==> config.mk <==
export PLATFORM = sky130hd
export DESIGN_NAME = mem_port_adapter
export DESIGN_NICKNAME = d
export VERILOG_FILES = /design/src/rtl/mem_port_adapter_pkg.sv /design/src/rtl/mem_lane_align.sv /design/src/rtl/mem_port_adapter.sv
export SDC_FILE = /design/constraint.sdc
export NUM_CORES = 1
export LEC_CHECK = 0
export ABC_AREA = 1
export BUFFER_PORTS_ARGS = -buffer_cell sky130_fd_sc_hd__buf_2
export CELL_PAD_IN_SITES_DETAIL_PLACEMENT = 1
export CELL_PAD_IN_SITES_GLOBAL_PLACEMENT = 1
export CORE_ASPECT_RATIO = 2
export CORE_MARGIN = 2
export CORE_UTILIZATION = 37
export CTS_BUF_LIST = sky130_fd_sc_hd__clkbuf_4
export CTS_CLUSTER_DIAMETER = 50
export DETAILED_ROUTE_END_ITERATION = 12
export MAX_ROUTING_LAYER = met4
export PLACE_DENSITY = 0.95
export SETUP_SLACK_MARGIN = 0.2
export SYNTH_ARGS = -nofsm -noshare
export SYNTH_HDL_FRONTEND = slang
export SYNTH_HIERARCHICAL = 1
export SYNTH_SLANG_ARGS = --single-unit
==> constraint.sdc <==
create_clock -name clk -period 3.3 [get_ports clk]
set_clock_uncertainty 0.1 [all_clocks]
set_input_delay 0.33 -clock clk [delete_from_list [all_inputs] [get_ports clk]]
set_output_delay 0.33 -clock clk [all_outputs]
set_load 0.02 [all_outputs]
==> src/rtl/mem_port_adapter_pkg.sv <==
// mem_port_adapter_pkg: shared size/sign encodings and FSM states for the memory port adapter.
package mem_port_adapter_pkg;
    typedef enum logic [2:0] {
        LB  = 3'b000,
        LH  = 3'b001,
        LW  = 3'b010,
        LBU = 3'b100,
        LHU = 3'b101
    } load_funct3_t;
    typedef enum logic [2:0] {
        SB = 3'b000,
        SH = 3'b001,
        SW = 3'b010
    } store_funct3_t;
    typedef enum logic [1:0] {
        IDLE = 2'd0,
        BUSY = 2'd1,
        DONE = 2'd2
    } mem_port_state_t;
endpackage

==> src/rtl/mem_lane_align.sv <==
// mem_lane_align: maps byte offset and size/sign onto word lanes, extends load data, flags bad requests.
module mem_lane_align
    import mem_port_adapter_pkg::*;
(
    input  logic [1:0]  offset,
    input  logic [2:0]  funct3,
    input  logic        write,
    input  logic [31:0] wdata,
    input  logic [31:0] rdata,
    output logic [3:0]  wmask,
    output logic [31:0] wdata_lane,
    output logic [31:0] rdata_ext,
    output logic        bad
);
    logic [3:0]  base;
    logic [31:0] sh;
    assign sh         = rdata >> {offset, 3'b000};
    assign wmask      = write ? base << offset : 4'b0000;
    assign wdata_lane = write ? wdata << {offset, 3'b000} : 32'd0;
    always_comb begin
        base      = 4'b0000;
        bad       = 1'b1;
        rdata_ext = 32'd0;
        case (funct3)
            LB:  begin base = 4'b0001; bad = 1'b0;      rdata_ext = {{24{sh[7]}}, sh[7:0]}; end
            LBU: begin base = 4'b0001; bad = 1'b0;      rdata_ext = {24'd0, sh[7:0]}; end
            LH:  begin base = 4'b0011; bad = offset[0]; rdata_ext = {{16{sh[15]}}, sh[15:0]}; end
            LHU: begin base = 4'b0011; bad = offset[0]; rdata_ext = {16'd0, sh[15:0]}; end
            LW:  begin base = 4'b1111; bad = |offset;   rdata_ext = sh; end
            default: ;
        endcase
        if (write && !(funct3 inside {SB, SH, SW})) bad = 1'b1;
    end
endmodule

==> src/rtl/mem_port_adapter.sv <==
// mem_port_adapter: turns one byte/half/word load or store into an aligned, masked word access with timeout.
module mem_port_adapter
    import mem_port_adapter_pkg::*;
#(
    parameter int TIMEOUT = 0
) (
    input  logic        clk,
    input  logic        rst,
    input  logic        req_valid,
    input  logic        req_write,
    input  logic [2:0]  req_funct3,
    input  logic [31:0] req_addr,
    input  logic [31:0] req_wdata,
    output logic        req_ready,
    output logic        resp_valid,
    output logic        resp_err,
    output logic [31:0] resp_rdata,
    output logic [31:0] mem_address,
    output logic        mem_read,
    output logic        mem_write,
    output logic [3:0]  mem_wmask,
    output logic [31:0] mem_wdata,
    input  logic [31:0] mem_rdata,
    input  logic        mem_resp
);
    localparam int CW = TIMEOUT > 0 ? $clog2(TIMEOUT + 1) : 1;
    localparam logic [CW-1:0] TMAX = CW'(TIMEOUT > 0 ? TIMEOUT - 1 : 0);
    mem_port_state_t state;
    logic [1:0]      off;
    logic [2:0]      f3;
    logic            wr;
    logic [CW-1:0]   cnt;
    logic [3:0]      wmask;
    logic [31:0]     wdata_lane, rdata_ext;
    logic            bad;
    // In IDLE the aligner looks at the live request; afterwards at the latched one for load data.
    mem_lane_align u_align (
        .offset     (state == IDLE ? req_addr[1:0] : off),
        .funct3     (state == IDLE ? req_funct3 : f3),
        .write      (state == IDLE ? req_write : wr),
        .wdata      (req_wdata),
        .rdata      (mem_rdata),
        .wmask      (wmask),
        .wdata_lane (wdata_lane),
        .rdata_ext  (rdata_ext),
        .bad        (bad)
    );
    always_ff @(posedge clk) begin
        if (!rst) begin
            state       <= IDLE;
            req_ready   <= 1'b0;
            resp_valid  <= 1'b0;
            resp_err    <= 1'b0;
            resp_rdata  <= 32'd0;
            mem_address <= 32'd0;
            mem_read    <= 1'b0;
            mem_write   <= 1'b0;
            mem_wmask   <= 4'd0;
            mem_wdata   <= 32'd0;
            off         <= 2'd0;
            f3          <= 3'd0;
            wr          <= 1'b0;
            cnt         <= '0;
        end else begin
            resp_valid <= 1'b0;
            case (state)
                IDLE: begin
                    if (req_valid && req_ready) begin
                        off         <= req_addr[1:0];
                        f3          <= req_funct3;
                        wr          <= req_write;
                        req_ready   <= 1'b0;
                        resp_rdata  <= 32'd0;
                        resp_err    <= bad;
                        cnt         <= '0;
                        mem_address <= {req_addr[31:2], 2'b00};
                        mem_wmask   <= wmask;
                        mem_wdata   <= wdata_lane;
                        mem_read    <= !bad && !req_write;
                        mem_write   <= !bad && req_write;
                        resp_valid  <= bad;
                        state       <= bad ? DONE : BUSY;
                    end else begin
                        req_ready <= 1'b1;
                    end
                end
                BUSY: begin
                    if (mem_resp || (TIMEOUT > 0 && cnt == TMAX)) begin
                        state      <= DONE;
                        resp_valid <= 1'b1;
                        resp_err   <= !mem_resp;
                        resp_rdata <= (mem_resp && !wr) ? rdata_ext : 32'd0;
                        mem_read   <= 1'b0;
                        mem_write  <= 1'b0;
                    end else begin
                        cnt <= cnt + 1'b1;
                    end
                end
                DONE: begin
                    state     <= IDLE;
                    req_ready <= 1'b1;
                end
                default: state <= IDLE;
            endcase
        end
    end
endmodule

=== Word-level counts from Yosys, hierarchy flattened ===
Cells that the tools add are included.

* Register bits: 111
* Word-level logic and storage cells: 75
* Output and inout port bits: 105

* Reduce and logical (&&, ||, !) cells: 21
* Shifts and indexed selects: 3
* Equal/unequal tests: 8
* Multiplexer cells: 30

{| class="wikitable"
|+ Operators with widths
! kind !! count
|-
| $pmux W32 S5 || 1
|-
| $mux W32 || 4
|-
| $pmux W32 S2 || 1
|-
| $shl A32 B5 Y32 || 1
|-
| $shr A32 B5 Y32 || 1
|-
| $pmux W4 S3 || 1
|-
| $mux W1 || 10
|-
| $pmux W1 S2 || 5
|-
| $mux W2 || 4
|-
| $eq A3 B3 Y1 const B || 2
|-
| $reduce_or A2 Y1 || 3
|-
| $logic_and A1 B1 Y1 || 5
|-
| $logic_not A1 Y1 || 5
|-
| $mux W4 || 1
|-
| $pmux W2 S2 || 1
|-
| $reduce_and A2 Y1 || 2
|-
| $reduce_bool A2 Y1 || 2
|-
| $shl A4 B2 Y4 || 1
|-
| $eq A3 B1 Y1 const B || 1
|-
| $eq A3 B2 Y1 const B || 1
|-
| $logic_not A3 Y1 || 1
|-
| $mux W3 || 1
|-
| $pmux W1 S3 || 1
|-
| $reduce_and A3 Y1 || 1
|-
| 6 further kinds || 6
|}

=== Depth between registers and ports, before layout ===
Gate-level depths: netlist of the first run.

* Word-level depth: 11
* Mapped depth: 14
* Mapped depth without buffers: 13

=== Hierarchy ===
Netlist of the first run, hierarchy kept.

{| class="wikitable"
|+ By module, submodules not included
! module !! cells an instance !! times used !! seq. area each (sq um) !! area each (sq um)
|-
| mem_port_adapter || 517 || 1 || 2222.1 || 4063.9
|-
| mem_lane_align || 326 || 1 || 0.0 || 1562.7
|}

=== Worst setup path before layout of the first run ===
No wires, ideal clock.

* Path type: register to register
* Start point: register state[0]
* End point: register mem_read
* Stages on the path, launching flop included: 13
* Setup time: 0.115 ns
* Arrival time: 1.938 ns
* Data required time: 3.085 ns
* Path slack: 1.147 ns
* Path through: dfxtp_1 -> nor2_4 -> clkbuf_1 -> o21ai_0 -> nand2_2 -> o21ai_0 -> o21ai_0 -> nand2_1 -> inv_1 -> nand2_1 -> nor2_1 -> a21oi_1 -> nor2_1

* Longest elaborated chain between the ends: 11

{| class="wikitable"
|+ RTL lines
! item !! RTL line !! RTL
|-
| start: declaration || mem_port_adapter.sv:28 || <nowiki>mem_port_state_t state;</nowiki>
|-
| start signal: assignment || mem_port_adapter.sv:82 || <nowiki>state <= bad ? DONE : BUSY;</nowiki>
|-
| $logic_not A2 Y1 (*) || mem_port_adapter.sv:38, mem_port_adapter.sv:39, mem_port_adapter.sv:40 ||
|-
| parallel branches: the longest is 5 deep, another holds $mux W3 || n/a ||
|-
| $mux W1 (*) || mem_lane_align.sv:32 || <nowiki>if (write && !(funct3 inside {SB, SH, SW})) bad = 1'b1;</nowiki>
|-
| net bad || mem_port_adapter.sv:35 || <nowiki>logic bad;</nowiki>
|-
| $logic_not A1 Y1 (*) || mem_port_adapter.sv:79 || <nowiki>mem_read <= !bad && !req_write;</nowiki>
|-
| $logic_and A1 B1 Y1 (*) || mem_port_adapter.sv:79 ||
|-
| $mux W1 (*) || mem_port_adapter.sv:68 || <nowiki>if (req_valid && req_ready) begin</nowiki>
|-
| $pmux W1 S2 (*) || mem_port_adapter.sv:66 || <nowiki>case (state)</nowiki>
|-
| end signal: assignment || mem_port_adapter.sv:79 ||
|-
| end: declaration || mem_port_adapter.sv:19 || <nowiki>output logic mem_read,</nowiki>
|}

Mark *: on every way through the listed nets, which the timed path passes. The select of a mux whose other input is x is not followed.
A chain may end at the register's enable or synchronous reset.

=== Worst setup path after layout of the first run ===
Same ends and word-level chain as after synthesis.

==> flow_metrics.env, run 1 <==
export IMPL_syn_to_final_growth_pct=25.84
export IMPL_grt_pass1_vias=6686
export IMPL_p_leak_uw=0.003510
export IMPL_cap_violations=0
export IMPL_fin_crit_sh_pct=85.62
export IMPL_vias_per_cell=5.217
export IMPL_die_area_mm2=0.01627
export IMPL_postCtsSetupRepairBufs=0
export IMPL_rsz0062_at_grt="no"
export IMPL_timing_fmax_ghz=0.3539
export IMPL_crit_arrival_ns=3.10
export IMPL_worst_setup_path_start_kind="flop"
export IMPL_place_congestion=0.9017
export IMPL_drtAntennaViolNets=0
export IMPL_clock_sinks=111
export IMPL_slew_viol_final=0
export IMPL_min_period_ns=2.826
export IMPL_vias=6495
export IMPL_instances_no_fill=1245
export IMPL_wl_per_cell_um=17.42
export IMPL_die_w_um=91.20
export IMPL_crit_type="flop to flop"
export IMPL_io_pins=209
export IMPL_worst_slew_pin_transition_ns=1.014
export IMPL_finalSetupViolCount=0
export IMPL_min_path_type="input pin to flop"
export IMPL_drive_gt1_share_pct=25.41
export IMPL_dp_slack_ns=0.5055
export IMPL_synthCells=843
export IMPL_status="finished, final reports clean"
export IMPL_layout_setup_ws_ns=0.4744
export IMPL_path_max_fanout=40
export IMPL_htreeDepth=3
export IMPL_hold_violations=0
export IMPL_syn_avg_cell_area_um2=6.675
export IMPL_rows=63
export IMPL_wl_um=21690
export IMPL_fin_setup_tns_ns=0
export IMPL_cts_root_buf="clkbuf_4"
export IMPL_crit_required_ns=3.58
export IMPL_ys_seq_elements=111
export IMPL_synth_cell_area_mm2=0.005627
export IMPL_dp_cells=1194
export IMPL_grt_pass1_wl_um=33930
export IMPL_antenna_found_initial=1
export IMPL_cts_repair_resized=0
export IMPL_die_height_um=178.4
export IMPL_cts_tree="built"
export IMPL_fillCellCount=2076
export IMPL_synth_cell_types=29
export IMPL_drc=0
export IMPL_path_clk_slew_ns=0.18
export IMPL_final_area_mm2=0.007081
export IMPL_nNetsFinal=1147
export IMPL_p_total_uw=3026
export IMPL_first_iter_violations=202
export IMPL_core_area_mm2=0.01482
export IMPL_cts_hold_buf=33
export IMPL_ir_drop_uv=151.6
export IMPL_start_util_pct=37.97
export IMPL_clockBufferDepth=2
export IMPL_grt_usage_pct=27.17
export IMPL_ys_warn_count=6
export IMPL_hpwl_um=15030
export IMPL_final_common_cell="buf_2"
export IMPL_maxSlewHeadroom_pct=31.97
export IMPL_place_area_mm2=0.006629
export IMPL_mostFrequentLayoutCells="buf_2 (206), nor2_1 (180), nand2_1 (174)"
export IMPL_io_buffers=206
export IMPL_yosysSeqAreaShare_pct=39.49
export IMPL_grt_max_degree=77
export IMPL_numCtsBuffers=9
export IMPL_grt_ovfl_total=0
export IMPL_dr_pass1_iters=4
export IMPL_clock_latency_ns=0.48
export IMPL_powerDensity_mw_per_mm2=427.4
export IMPL_cp_end_kind="flop"
-- where the power goes --
part | internal, uW | switching, uW
Clock | 157 | 468
Combinational | 306 | 623
Sequential | 1430 | 45.8
-- path summary, 6_finish.rpt --
check / from / to / slack (ns) / cells after the start
setup / recovery: state[0]$_SDFFE_PN0P_ / mem_read$_SDFFE_PN0P_ / 0.47 / 12
hold / removal: req_addr[28] / mem_address[28]$_SDFFE_PN0P_ / 0.04 / 3
setup reg to reg: state[0]$_SDFFE_PN0P_ / mem_read$_SDFFE_PN0P_ / 0.47 / 12
hold reg to reg: resp_rdata[11]$_SDFFE_PN0P_ / resp_rdata[11]$_SDFFE_PN0P_ / 0.40 / 2
-- routing by layer --
metal  GRT usage [%]  wire length [um]  vias to the layer above  share of wire (%)
met5               -                 0                        -                  0
met4           18.88              1504                        0                6.9
met3           2.704               713                       92                3.3
met2           49.97             11800                      226                 54
met1           26.42              7667                     3068                 35
li1                -                 -                     3109                  -
-- registers in the layout, summed over array words and instances, names as in the netlist --
name and flops:
mem_wdata 32, mem_wmask 4, mem_address 30, resp_valid 1, mem_write 1, resp_err 1
state 2, off 2, wr 1, resp_rdata 32, mem_read 1, f3 3
req_ready 1
-- synthesized netlist by cell type (all sizes together) --
cell	instances	area share [%]
clkbuf	21	1.4
nor2	186	13
a21oi	37	3.3
conb	1	0.067
inv	44	2.9
o21ai	120	11
nand2	178	12
or2	2	0.22
buf	42	5.6
o22ai	16	1.8
dfxtp	111	39
nor3	2	0.27
clkinv	1	0.067
nand3	82	8.8
-- worst max-delay path: stages, from the launching register on --
cell     delay [ns]
dfxtp_1        0.39
nor2_4         0.32
nand2_1        0.16
o21ai_4        0.29
inv_2          0.47
o21ai_0        0.33
o21ai_0        0.12
nand2_1        0.13
inv_1          0.10
nand2_1        0.07
nor2_1         0.04
a21oi_1        0.11
nor2_1         0.06
-- kinds of logic after synthesis --
family / count (synthesis) / synth area share (%)
buffers and inverters: 108 / 10.01
AOI/OAI and AO/OA: 173 / 15.81
DFF: 111 / 39.49
and+or+nand+nor: 450 / 34.62
other: 1 / 0.06665
-- cell type report --
class / count / area, um2 / share of cell area [%]
Clock buffer: 9 / 67.56 / 0.9542
Antenna cell: 3 / 7.507 / 0.1060
Tap cell: 195 / 244.0 / 3.446
Sequential cell: 111 / 2222 / 31.38
Timing Repair Buffer: 251 / 1464 / 20.67
Multi-Input combinational cell: 625 / 2860 / 40.40
Clock inverter: 6 / 46.29 / 0.6538
Inverter: 45 / 168.9 / 2.386
-- metrics by stage --
| stage | util [%] | hold WS, ns |
|---|---|---|
| after floorplan | - | 0.3449 |
| after global placement | 44.73 | 0.3567 |
| after detailed placement | 44.73 | 0.3681 |
| after CTS | 47.73 | 0.005446 |
| after global routing | 47.75 | 0.01380 |
| final | 47.78 | 0.04161 |
(Power assumes the default switching activity.)
==> run 2, diff against run 1 <==
--- a/config.mk
+++ b/config.mk
@@ -7,16 +7,17 @@
 export LEC_CHECK = 0
 export ABC_AREA = 1
 export BUFFER_PORTS_ARGS = -buffer_cell sky130_fd_sc_hd__buf_2
-export CELL_PAD_IN_SITES_DETAIL_PLACEMENT = 1
-export CELL_PAD_IN_SITES_GLOBAL_PLACEMENT = 1
+export CELL_PAD_IN_SITES_DETAIL_PLACEMENT = 2
+export CELL_PAD_IN_SITES_GLOBAL_PLACEMENT = 2
 export CORE_ASPECT_RATIO = 2
 export CORE_MARGIN = 2
-export CORE_UTILIZATION = 37
+export CORE_UTILIZATION = 28
 export CTS_BUF_LIST = sky130_fd_sc_hd__clkbuf_4
 export CTS_CLUSTER_DIAMETER = 50
 export DETAILED_ROUTE_END_ITERATION = 12
 export MAX_ROUTING_LAYER = met4
 export PLACE_DENSITY = 0.95
+export RECOVER_POWER = 25
 export SETUP_SLACK_MARGIN = 0.2
 export SYNTH_ARGS = -nofsm -noshare
 export SYNTH_HDL_FRONTEND = slang
==> run 2 against run 1 <==
Against the previous run:
- final cell count increased by 5.5%
- critical path depth shrank 3
- register-to-register slack better by 0.09 ns
- maximum frequency up 3.4%
- global-route usage decreased by 1.6 points
- largest power group unchanged
- first-iteration DRC count fell by 18%
- total power increased by 4.0%
==> flow_metrics.env, run 2 (same netlist as run 1, synthesis figures left out) <==
export IMPL_drive_gt1_share_pct=20.32
export IMPL_ir_drop_uv=159.3
export IMPL_powerDensity_mw_per_mm2=442.3
export IMPL_first_iter_violations=166
export IMPL_start_util_pct=28.39
export IMPL_crit_required_ns=3.61
export IMPL_r2r_setup_slack_ns=0.57
export IMPL_timing_fmax_ghz=0.3661
export IMPL_fin_setup_tns_ns=0
export IMPL_grt_pass1_vias=7352
export IMPL_layout_setup_ws_ns=0.5686
export IMPL_slew_viol_final=0
export IMPL_io_buffers=206
export IMPL_numCtsBuffers=9
export IMPL_worst_setup_path_start_kind="flop"
export IMPL_drtAntennaViolNets=0
export IMPL_htreeDepth=3
export IMPL_cts_tree="built"
export IMPL_hpwl_um=18980
export IMPL_wl_per_cell_um=20.25
export IMPL_path_max_fanout=36
export IMPL_path_clk_slew_ns=0.18
export IMPL_rows=73
export IMPL_min_period_ns=2.731
export IMPL_cap_violations=0
export IMPL_timing_hold_ws_ns=0.04959
export IMPL_io_pins=209
export IMPL_grt_pass1_wl_um=40680
export IMPL_maxSlewHeadroom_pct=29.96
export IMPL_place_congestion=0.8183
export IMPL_vias_per_cell=5.043
export IMPL_min_path_type="input pin to flop"
export IMPL_syn_to_final_growth_pct=26.53
export IMPL_cp_end_kind="flop"
export IMPL_crit_arrival_ns=3.04
export IMPL_postCtsSetupRepairBufs=0
export IMPL_clockBufferDepth=2
export IMPL_die_area_mm2=0.02131
export IMPL_cts_root_buf="clkbuf_4"
export IMPL_core_area_mm2=0.01982
export IMPL_grt_max_degree=77
export IMPL_clock_latency_ns=0.51
export IMPL_mostFrequentLayoutCells="nor2_1 (180), nand2_1 (174), buf_2 (153)"
export IMPL_clock_sinks=111
export IMPL_worst_slew_pin_transition_ns=1.044
export IMPL_dp_slack_ns=0.6421
export IMPL_grt_usage_pct=25.54
export IMPL_antenna_found_initial=2
export IMPL_status="finished, final reports clean"
export IMPL_crit_type="flop to flop"
export IMPL_fin_crit_sh_pct=82.77
export IMPL_die_height_um=204.5
export IMPL_die_w_um=104.2
export IMPL_hold_violations=0
export IMPL_reg_largest_list="mem_wdata x32, resp_rdata x32, mem_address x30"
export IMPL_p_total_uw=3149
export IMPL_fillCellCount=2498
export IMPL_grt_ovfl_total=0
export IMPL_wl_um=26590
export IMPL_drc=0
export IMPL_rsz0062_at_grt="no"
export IMPL_vias=6621
export IMPL_p_leak_uw=0.003300
export IMPL_dr_pass1_iters=4
export IMPL_final_common_cell="nor2_1"
export IMPL_finalSetupViolCount=0
export IMPL_nNetsFinal=1148
run 2: stage by stage:
| step | instances | utilization [%] | instance area (um2) |
|---|---|---|---|
| 2_1_floorplan | 844 | - | 5630 |
| 3_5_place_dp | 1262 | 33.91 | 6720 |
| 6_report | 1313 | 35.92 | 7119 |
| 3_3_place_gp | 1262 | 33.91 | 6720 |
| 5_1_grt | 1312 | 35.91 | 7117 |
| 4_1_cts | 1310 | 36.22 | 7178 |
run 2: layout make-up:
type	count	area (um2)	share of cell area, %
multi-input combinational	625	2860	40.18
sequential	111	2222	31.21
timing repair buffer	252	1405	19.74
tap	262	327.8	4.605
inverter	45	168.9	2.373
clock buffer	9	67.56	0.9490
clock inverter	6	60.06	0.8436
antenna	3	7.507	0.1054
run 2: worst paths after layout:
check,from,to,cells past startpoint
max,state[1]$_SDFFE_PN0P_,mem_wdata[25]$_SDFFE_PN0P_,9
min,req_addr[19],mem_address[19]$_SDFFE_PN0P_,3
max reg2reg,state[1]$_SDFFE_PN0P_,mem_wdata[25]$_SDFFE_PN0P_,9
min reg2reg,resp_rdata[13]$_SDFFE_PN0P_,resp_rdata[13]$_SDFFE_PN0P_,2
run 2: routing by layer:
layer  GRT usage [%]  wire (um)  vias to the layer above
li1                -          -                     3110
met1           22.79       9063                     3237
met2           49.39      15040                      190
met3           3.540        650                       84
met4           16.65       1829                        0
met5               -          0                        -
run 2: report_power, final:
group / switching [uW] / total (uW) / internal, uW
registers: 51.6 / 1480 / 1430
clock network: 484 / 710 / 225
logic: 665 / 961 / 297
total: 1200 / 3150 / 1950
run 2: timing repair:
| action | in CTS | in global routing |
|---|---|---|
| gates resized for setup | 0 | 0 |
| hold buffers | 33 | 0 |
| setup endpoints to repair | 0 | 0 |
| hold endpoints to repair | 33 | 0 |
run 2: worst max-delay path: stages, from the launching register on:
cell	delay (ns)
dfxtp_1	0.39
nor2_4	0.34
nand2_1	0.16
o21ai_4	0.27
inv_2	0.29
buf_4	0.34
o21ai_0	0.38
o22ai_1	0.11
o21ai_0	0.18
nor2_1	0.06
==> run 3, diff against run 2 <==
--- a/config.mk
+++ b/config.mk
@@ -11,12 +11,12 @@
 export CELL_PAD_IN_SITES_GLOBAL_PLACEMENT = 2
 export CORE_ASPECT_RATIO = 2
 export CORE_MARGIN = 2
-export CORE_UTILIZATION = 28
+export CORE_UTILIZATION = 26
 export CTS_BUF_LIST = sky130_fd_sc_hd__clkbuf_4
 export CTS_CLUSTER_DIAMETER = 50
 export DETAILED_ROUTE_END_ITERATION = 12
 export MAX_ROUTING_LAYER = met4
-export PLACE_DENSITY = 0.95
+export PLACE_DENSITY = 0.92
 export RECOVER_POWER = 25
 export SETUP_SLACK_MARGIN = 0.2
 export SYNTH_ARGS = -nofsm -noshare
==> constraint.sdc (replaced) <==
create_clock -name clk -period 2.7 [get_ports clk]
set_clock_uncertainty 0.1 [all_clocks]
set_input_delay 0.27 -clock clk [delete_from_list [all_inputs] [get_ports clk]]
set_output_delay 0.27 -clock clk [all_outputs]
set_load 0.02 [all_outputs]
==> run 3 against run 2 <==
Against the previous run:
- worst setup slack worse by 0.19 ns
- routed wire length increased by 0.26%
- total power up 26%
- hold slack better by 0.031 ns
- clock-buffer cell count increased by 1
- critical path type unchanged
- highest routed layer unchanged
==> flow_metrics.env, run 3 (same netlist as run 1, synthesis figures left out) <==
export IMPL_cp_slowest_cell="dfxtp_1"
export IMPL_grt_busiest_layer="met2"
export IMPL_numCtsBuffers=9
export IMPL_nNetsFinal=1164
export IMPL_powerDensity_mw_per_mm2=540.6
export IMPL_grt_pass1_wl_um=39630
export IMPL_wl_um=26660
export IMPL_finalSetupViolCount=0
export IMPL_drtAntennaViolNets=0
export IMPL_cpPeakStageDelay_ns=0.40
export IMPL_reg2reg_from="state[0]$_SDFFE_PN0P_"
export IMPL_final_common_cell="nor2_1"
export IMPL_hold_violations=0
export IMPL_io_buffers=206
export IMPL_crit_family="simple AND/OR/NAND/NOR gates"
export IMPL_core_area_mm2=0.02140
export IMPL_slew_viol_final=0
export IMPL_fin_crit_sh_pct=85.95
export IMPL_grt_ovfl_total=0
export IMPL_cp_num_buf_inv=3
export IMPL_regArea_mm2=0.002222
export IMPL_cts_root_buf="clkbuf_4"
export IMPL_antenna_found_initial=2
export IMPL_path_max_fanout=8
export IMPL_endpoint="mem_write$_SDFFE_PN0P_"
export IMPL_min_path_type="input pin to flop"
export IMPL_ir_drop_uv=206.4
export IMPL_wl_per_cell_um=19.89
export IMPL_grt_pass1_vias=7229
export IMPL_die_area_mm2=0.02290
export IMPL_startpoint="state[0]$_SDFFE_PN0P_"
export IMPL_dp_cells=1277
export IMPL_drive_gt1_share_pct=21.41
export IMPL_vias_per_cell=4.937
export IMPL_place_congestion=0.8222
export IMPL_maxSlewHeadroom_pct=54.83
export IMPL_htreeDepth=3
export IMPL_worst_slew_pin_transition_ns=0.6776
export IMPL_fin_setup_tns_ns=0
export IMPL_r2r_end="mem_write$_SDFFE_PN0P_"
export IMPL_timing_fmax_ghz=0.4309
export IMPL_status="finished, final reports clean"
export IMPL_p_leak_uw=0.003400
export IMPL_clockBufferDepth=2
export IMPL_multi_input_area_mm2=0.002878
export IMPL_rsz0062_at_grt="no"
export IMPL_min_period_ns=2.321
export IMPL_hpwl_um=18450
export IMPL_rr_worst_depth=15
export IMPL_worst_setup_path_start_kind="flop"
export IMPL_rows=76
export IMPL_vias=6615
export IMPL_clock_latency_ns=0.53
export IMPL_syn_to_final_growth_pct=30.75
export IMPL_io_pins=209
export IMPL_fillCellCount=2644
export IMPL_clock_sinks=111
export IMPL_crit_chain="nor2_4, buf_4, nand2_1, o21ai_0, buf_4, nor2_4, nand2_4, o21ai_0, o21ai_0, nand2_1, inv_1, nand2_1, nor2_1, a21oi_1, nor2_1"
export IMPL_die_height_um=212.0
export IMPL_instances_no_fill=1340
export IMPL_grt_use_met3_pct=2.698
export IMPL_first_iter_violations=295
export IMPL_crit_type="flop to flop"
export IMPL_start_util_pct=26.30
export IMPL_r2r_setup_slack_ns=0.38
export IMPL_mostFrequentLayoutCells="nor2_1 (180), nand2_1 (174), buf_2 (153)"
export IMPL_reg_largest_list="mem_wdata x32, resp_rdata x32, mem_address x30"
export IMPL_cp_end_kind="flop"
export IMPL_path_clk_slew_ns=0.19
export IMPL_timing_hold_ws_ns=0.08078
export IMPL_crit_arrival_ns=2.67
export IMPL_grt_usage_pct=23.53
export IMPL_die_w_um=108.0
export IMPL_cap_violations=0
export IMPL_gr_usage_met1_pct=21.59
export IMPL_final_util_pct=34.39
export IMPL_cts_tree="built"
export IMPL_met2_usage_pct=44.24
export IMPL_crit_required_ns=3.05
export IMPL_drc=0
export IMPL_grt_max_degree=74
export IMPL_dr_pass1_iters=4
export IMPL_cp_depth=15
-- run 3: changes by cell type in the layout (fill, tap and decap cells not counted), moves of 2 or more --
cell,delta
buf_4,+6
buf_12,+5
dlygate4sd3_1,+4
clkinv_1,-2
clkinvlp_4,+2
inv_8,+2
-- run 3: repair_timing --
item                                    CTS  global route
hold buffers                             37             0
resized for setup                         0             1
setup buffers                             0             7
endpoints found under the setup margin    0            27
hold endpoints to repair                 37             0
-- run 3: power breakdown --
group / internal [uW] / switching [uW]
logic: 405 / 826
registers: 1740 / 63.3
clock network: 308 / 630
-- run 3: worst min path at each step --
| stage | from | to | slack, ns | cells past startpoint |
|---|---|---|---|---|
| 2_1_floorplan | req_funct3[0] | f3[0]$_SDFFE_PN0P_ | 0.31 | 2 |
| 3_3_place_gp | mem_address[10]$_SDFFE_PN0P_ | mem_address[10]$_SDFFE_PN0P_ | 0.36 | 2 |
| 3_5_place_dp | mem_address[20]$_SDFFE_PN0P_ | mem_address[20]$_SDFFE_PN0P_ | 0.37 | 2 |
| 4_1_cts | req_wdata[7] | mem_wdata[7]$_SDFFE_PN0P_ | 0.006 | 5 |
| 5_1_grt | req_wdata[1] | mem_wdata[1]$_SDFFE_PN0P_ | 0.07 | 5 |
| 6_report | req_wdata[7] | mem_wdata[7]$_SDFFE_PN0P_ | 0.08 | 5 |
-- run 3: per-layer routing --
layer / share of wire [%] / wire length [um]
met1: 35 / 9201
met2: 56 / 15050
met3: 2.7 / 713
met4: 6.4 / 1694
met5: 0 / 0
-- run 3: area by class of cell --
type                            instances  share of cell area [%]
Multi-Input combinational cell        626                   39.12
Sequential cell                       111                   30.20
Timing Repair Buffer                  267                   21.62
Tap cell                              273                   4.643
Inverter                               45                   2.296
Clock inverter                          6                   1.037
Clock buffer                           10                   1.020
Antenna cell                            2                 0.06803
-- run 3: tightest hold or removal path: cells and delay by family --
family / cells / cell delay [ns]
buffers and inverters: 1 / 0.09
AND/OR/NAND/NOR: 3 / 0.22
AO/OA/AOI/OAI: 1 / 0.09
-- run 3: per-stage QoR --
stage          instance area [um2]  setup WS [ns]  power, uW
6_report                      7357         0.3793       3977
5_1_grt                       7357         0.1533       4216
4_1_cts                       7348         0.2322       4013
3_5_place_dp                  6827         0.2437       3001
3_3_place_gp                  6827         0.4037       2937
2_1_floorplan                 5630         0.5469       2567
